## src/rtl/frame_scheduler.sv

```systemverilog
// -----------------------------------------------------------------------------
// frame_scheduler
//
// Purpose:
//   Coordinates capture of a "static" reference frame into a BRAM and the
//   correlator that consumes it. The scheduler waits for a frame boundary,
//   opens the BRAM write gate for exactly one camera frame, freezes the BRAM,
//   pulses corr_start and then waits for the correlator to finish before
//   re-arming. Camera frames that end while the correlator is busy are
//   counted as dropped.
//
// Optional feature:
//   `define FRAME_SCHEDULER_WATCHDOG_EN to enable a watchdog that aborts a
//   correlation pass lasting WDOG_CYCLES cycles and sets a sticky timeout
//   flag. Without it, timeout is tied low and CORR waits indefinitely.
//
// Parameters:
//   FRAME_PIXELS  pixels per captured frame; eof is cap_addr == FRAME_PIXELS-1
//   WDOG_CYCLES   maximum GCLK cycles allowed for one correlation pass
//
// Ports:
//   GCLK           in   system clock
//   reset          in   synchronous, active-high reset
//   cap_addr[18:0] in   camera write address (already in the GCLK domain)
//   tracking_mode  in   level, 1 = tracking requested
//   corr_done      in   one-cycle pulse, correlator finished a pass
//   static_we      out  write-enable gate for the static frame BRAM
//   corr_start     out  one-cycle pulse, static frame may be correlated
//   frozen         out  high while the static frame is stable (START, CORR)
//   state[2:0]     out  current state (IDLE=0 ARM=1 FILL=2 START=3 CORR=4)
//   frame_count    out  completed correlation passes, wraps 65535 -> 0
//   dropped        out  eofs seen during CORR, saturates at 255
//   timeout        out  sticky watchdog-expiry flag
// -----------------------------------------------------------------------------
module frame_scheduler #(
    parameter int FRAME_PIXELS = 307200,
    parameter int WDOG_CYCLES  = 2000000
) (
    input  logic        GCLK,
    input  logic        reset,
    input  logic [18:0] cap_addr,
    input  logic        tracking_mode,
    input  logic        corr_done,
    output logic        static_we,
    output logic        corr_start,
    output logic        frozen,
    output logic [2:0]  state,
    output logic [15:0] frame_count,
    output logic [7:0]  dropped,
    output logic        timeout
);

    typedef enum logic [2:0] {
        ST_IDLE  = 3'd0,
        ST_ARM   = 3'd1,
        ST_FILL  = 3'd2,
        ST_START = 3'd3,
        ST_CORR  = 3'd4
    } state_t;

    localparam logic [18:0] LAST_ADDR = 19'(FRAME_PIXELS - 1);

    state_t      state_q, state_d;
    logic [18:0] prev_addr_q;
    logic        static_we_q, static_we_d;
    logic        corr_start_q, corr_start_d;
    logic        frozen_q, frozen_d;
    logic [15:0] frame_count_q, frame_count_d;
    logic [7:0]  dropped_q, dropped_d;
    logic        eof;
    logic        wdog_expire;

    // The camera may park on the last address for several cycles; only the
    // cycle on which the address arrives there counts as end-of-frame.
    assign eof = (cap_addr == LAST_ADDR) && (cap_addr != prev_addr_q);

`ifdef FRAME_SCHEDULER_WATCHDOG_EN
    localparam int                WDOG_W    = $clog2(WDOG_CYCLES) + 1;
    localparam logic [WDOG_W-1:0] WDOG_LAST = WDOG_W'(WDOG_CYCLES - 1);

    logic [WDOG_W-1:0] wdog_q, wdog_d;
    logic              timeout_q, timeout_d;

    // Counter reads 0 in the first CORR cycle and k in the k-th; it can
    // never pass WDOG_LAST because CORR is left on that cycle.
    always_comb begin
        wdog_d    = '0;
        timeout_d = timeout_q;
        if (state_q == ST_CORR) begin
            wdog_d = wdog_q + 1'b1;
        end
        // A corr_done on the expiry cycle is a normal completion.
        if (wdog_expire && !corr_done) begin
            timeout_d = 1'b1;
        end
    end

    assign wdog_expire = (state_q == ST_CORR) && (wdog_q == WDOG_LAST);

    always_ff @(posedge GCLK) begin
        if (reset) begin
            wdog_q    <= '0;
            timeout_q <= 1'b0;
        end else begin
            wdog_q    <= wdog_d;
            timeout_q <= timeout_d;
        end
    end

    assign timeout = timeout_q;
`else
    // WDOG_CYCLES has no effect in this build.
    if (WDOG_CYCLES < 1) begin : g_wdog_cfg_unused
    end

    assign wdog_expire = 1'b0;
    assign timeout     = 1'b0;
`endif

    // Next-state and registered-output logic.
    always_comb begin
        state_d       = state_q;
        frame_count_d = frame_count_q;
        dropped_d     = dropped_q;

        case (state_q)
            ST_IDLE: begin
                if (tracking_mode) begin
                    state_d = ST_ARM;
                end
            end
            ST_ARM: begin
                if (!tracking_mode) begin
                    state_d = ST_IDLE;
                end else if (eof) begin
                    state_d = ST_FILL;
                end
            end
            ST_FILL: begin
                if (!tracking_mode) begin
                    state_d = ST_IDLE;
                end else if (eof) begin
                    state_d = ST_START;
                end
            end
            ST_START: begin
                if (!tracking_mode) begin
                    state_d = ST_IDLE;
                end else begin
                    state_d = ST_CORR;
                end
            end
            ST_CORR: begin
                if (eof && (dropped_q != 8'hFF)) begin
                    dropped_d = dropped_q + 8'd1;
                end
                if (corr_done) begin
                    frame_count_d = frame_count_q + 16'd1;
                    state_d       = tracking_mode ? ST_ARM : ST_IDLE;
                end else if (wdog_expire) begin
                    state_d = tracking_mode ? ST_ARM : ST_IDLE;
                end else if (!tracking_mode) begin
                    state_d = ST_IDLE;
                end
            end
            default: begin
                state_d = ST_IDLE;
            end
        endcase

        // Outputs are decoded from the next state so the flops track the
        // state register exactly. corr_start is raised only when START
        // actually commits to CORR, so an aborted START emits nothing.
        static_we_d  = (state_d == ST_FILL);
        frozen_d     = (state_d == ST_START) || (state_d == ST_CORR);
        corr_start_d = (state_q == ST_START) && (state_d == ST_CORR);
    end

    always_ff @(posedge GCLK) begin
        if (reset) begin
            state_q       <= ST_IDLE;
            prev_addr_q   <= '0;
            static_we_q   <= 1'b0;
            corr_start_q  <= 1'b0;
            frozen_q      <= 1'b0;
            frame_count_q <= '0;
            dropped_q     <= '0;
        end else begin
            state_q       <= state_d;
            prev_addr_q   <= cap_addr;
            static_we_q   <= static_we_d;
            corr_start_q  <= corr_start_d;
            frozen_q      <= frozen_d;
            frame_count_q <= frame_count_d;
            dropped_q     <= dropped_d;
        end
    end

    assign static_we   = static_we_q;
    assign corr_start  = corr_start_q;
    assign frozen      = frozen_q;
    assign state       = state_q;
    assign frame_count = frame_count_q;
    assign dropped     = dropped_q;

endmodule

```

## config.mk

```make
export PLATFORM = sky130hd
export DESIGN_NAME = frame_scheduler
export DESIGN_NICKNAME = d
export VERILOG_FILES = /design/src/rtl/frame_scheduler.sv
export SDC_FILE = /design/constraint.sdc
export NUM_CORES = 1
export LEC_CHECK = 0
export ABC_AREA = 1
export CORE_ASPECT_RATIO = 1.75
export CORE_UTILIZATION = 29
export CTS_BUF_LIST = sky130_fd_sc_hd__clkbuf_4 sky130_fd_sc_hd__clkbuf_8
export CTS_CLUSTER_DIAMETER = 150
export DETAILED_ROUTE_END_ITERATION = 10
export GPL_TIMING_DRIVEN = 0
export SYNTH_ARGS = -nofsm -noshare
export SYNTH_HDL_FRONTEND = slang
export SYNTH_SLANG_ARGS = --single-unit
```

## constraint.sdc

```tcl
create_clock -name GCLK -period 1.35 [get_ports GCLK]
set_clock_uncertainty 0.05 [all_clocks]
set_input_delay 0.3375 -clock GCLK [delete_from_list [all_inputs] [get_ports GCLK]]
set_output_delay 0.3375 -clock GCLK [all_outputs]
set_load 0.02 [all_outputs]
```

==> results.cfg <==
[layout]
n_antenna_cell = 0
drive_gt1_share_pct = 34.2
utilization_pct = 43.0
postLayoutCellArea_mm2 = 0.00386
layout.nets = 524
synthToLayoutAreaGrowth_pct = 44.9

[place]
place_area_mm2 = 0.00338
pre_cts_ws_ns = -0.994
portBuffers = 51
place_congestion = 0.876
hpwlAfterDp_mm = 5.46

[synthesis]
synthFlopType = dfxtp_1
synth_area_leaders = dfxtp_1 (37%), nand2_1 (18%), inv_1 (9.9%)
synth_nets = 440
yosysTopAreaCell = dfxtp_1
netlist_area_mm2 = 0.00267
ys_warn_count = 0
yosysMostFrequentCell = nand2_1
synth_enable_flop_cells = 0
ys_top_cells_by_count = nand2_1 (126), inv_1 (70), nor2_1 (60)
synthArstFlopShare_pct = 0
ys_types = 35
ys_seq_elements = 49
syn_avg_cell_area_um2 = 6.42
synth_top_area_share_pct = 36.8
synth-seq-area-share_pct = 36.8
syn_inst = 415

[min_path]
hold_path_class = in2reg
hold_path.startpoint = cap_addr[9]

[run_status]
violations = negative setup slack
outcome = complete, but fails checks

[clock_network]
clock-sinks = 49
cts_root_buffer = clkbuf_8
cts_tree = done
htreeDepth = 2
clk_latency_ns = 0.30
cts_buffers = 5
clk_pin_slew_worst_paths_ns = 0.09
cts_buffer_depth = 2
hold_buffers = 0

[grt]
track_usage_pct = 16.1
grt_max_degree = 16
antenna_found_initial = 0
gr-total-overflow = 0
first_global_vias = 2774
grt_first_pass_wirelength_mm = 12.0

[power_and_ir_drop]
leakage_nw = 1.84
comb_power_share_pct = 12.0
p_int_mw = 2.19
power_density_mw_per_mm2 = 758
p_sw_share_pct = 25.1
p_clk_share_pct = 37.6
p_seq_share_pct = 50.4
switchingPower_mw = 0.734
total_power_mw = 2.93
ir_worst_vdd_uv = 434

[detailed_routing]
wire_per_inst_um = 12.0
viasPerCell = 4.53
first_pass_iters = 4
dr_total_vias = 2808
drt_wl_total_mm = 7.41
drt_iter0_markers = 99
final_antenna_net_count = 0
route.detailed.drc = 0

[worst_setup_path]
required_ns = 1.54
cpMaxStageDelayCell = dfxtp_4
arrival_ns = 1.81
startpoint_type = register
r2r_slack_ns = -0.27
path_max_fanout = 4
r2r-start = state[0]
startpoint = state[0]
crit_chain = nor2_4 > nand2_4 > nor2_8 > buf_12 > inv_8 > nor2_8 > inv_4 > nor2_4 > buf_4 > buf_4 > o21ai_0 > nor2_1
max_stage_delay_ns = 0.37
crit_type = reg2reg
setup.worst_path.end_class = register

[timing]
rsz0062_at_grt = true
tns_ns = -3.55
final-setup-viol-count = 20
tightest_slew_ns = 0.587
finalHoldViolCount = 0
slew_headroom_pct = 60.9
maxSlewViolCount = 0
max_freq_ghz = 0.617
worst_slack_ns = -0.270
period_share_pct = 120
final.min_clock_period_ns = 1.62

[floorplan]
rows = 46
initial_core_util_pct = 29.7
dieArea_mm2 = 0.00960
chipWidth_um = 74.5
core_mm2 = 0.00898
die_y_um = 129
io_pins = 54

[flow_run]
max_cap_viol_count = 0
==> power by group through the flow <==
stage          logic [mW]  registers, mW  clock network [mW]
2_1_floorplan       0.186           1.53                   0
3_3_place_gp        0.323           1.53                   0
3_5_place_dp        0.329           1.53                   0
4_1_cts             0.329           1.49                1.15
5_1_grt             0.400           1.48                1.20
6_report            0.351           1.48                1.10
==> cell type report <==
cell class | count | area (um^2)
tap | 120 | 150
inverter | 72 | 283
multi-input combinational | 288 | 1630
clock inverter | 2 | 37.5
buffer | 6 | 27.5
fill | 952 | 5120
sequential | 49 | 1060
timing repair buffer | 77 | 597
clock buffer | 6 | 82.6
==> flip-flops by register name, summed over array words and instances (netlist names) <==
register / count
corr_start: 1
dropped: 8
frame_count: 16
frozen: 1
prev_addr_q: 19
state: 3
static_we: 1
==> final timing paths <==
path,end,depth (start not counted)
setup / recovery,frame_count[5],12
setup reg to reg,frame_count[5],12
hold reg to reg,frame_count[12],2
hold / removal,prev_addr_q[9],3
==> repair_timing <==
item                                    CTS  global route
endpoints found under the setup margin   52            44
resized for setup                       176            83
pin swaps                                23            30
hold endpoints to repair                  0             0
buffers inserted                         13            13
==> stage by stage <==
stage / std cells / hold slack, ns
after detailed placement: 586 / 0.425
after global routing: 620 / 0.246
after global placement: 586 / 0.422
final: 620 / 0.247
after floorplan: 415 / 0.413
after CTS: 607 / 0.327
==> critical path, delay by kind of cell (launching register included) <==
family / cells / cell delay (ns)
buffers and inverters: 5 / 0.41
DFF: 1 / 0.37
AOI/OAI and AO/OA: 1 / 0.07
and+or+nand+nor: 6 / 0.66
==> per-layer routing <==
metal | track usage [%] | wire length [um]
met1 | 15.8 | 2740
met2 | 31.4 | 4080
met3 | 3.05 | 317
met4 | 6.33 | 267
met5 | 0 | 0
==> cell usage in the layout, fill, tap and decap left out, drive strengths merged, types with 2 or more instances in the layout <==
| cell | netlist | routed |
|---|---|---|
| nand4 | 18 | 18 |
| nor2 | 65 | 65 |
| o21a | 3 | 3 |
| xor2 | 5 | 5 |
| nand2 | 128 | 128 |
| buf | 4 | 54 |
| clkbuf | 2 | 15 |
| clkdlybuf4s15 | 0 | 6 |
| nand3 | 15 | 15 |
| dfxtp | 49 | 49 |
| ha | 2 | 2 |
| xnor2 | 4 | 4 |
| inv | 72 | 72 |
| a21oi | 19 | 19 |
| dlygate4sd2 | 0 | 13 |
| nor3 | 12 | 12 |
| o21ai | 8 | 8 |
==> kinds of logic after synthesis <==
family	after synthesis	share of synthesized area, %
adder cells (fa/ha/maj)	2	0.938
buffers and inverters	78	11.5
flip-flops	49	36.8
AO/OA/AOI/OAI	34	6.95
other	1	0.141
AND/OR/NAND/NOR	242	40.8
XOR/XNOR	9	2.96
Note: power is estimated with default switching activity, not from simulation.
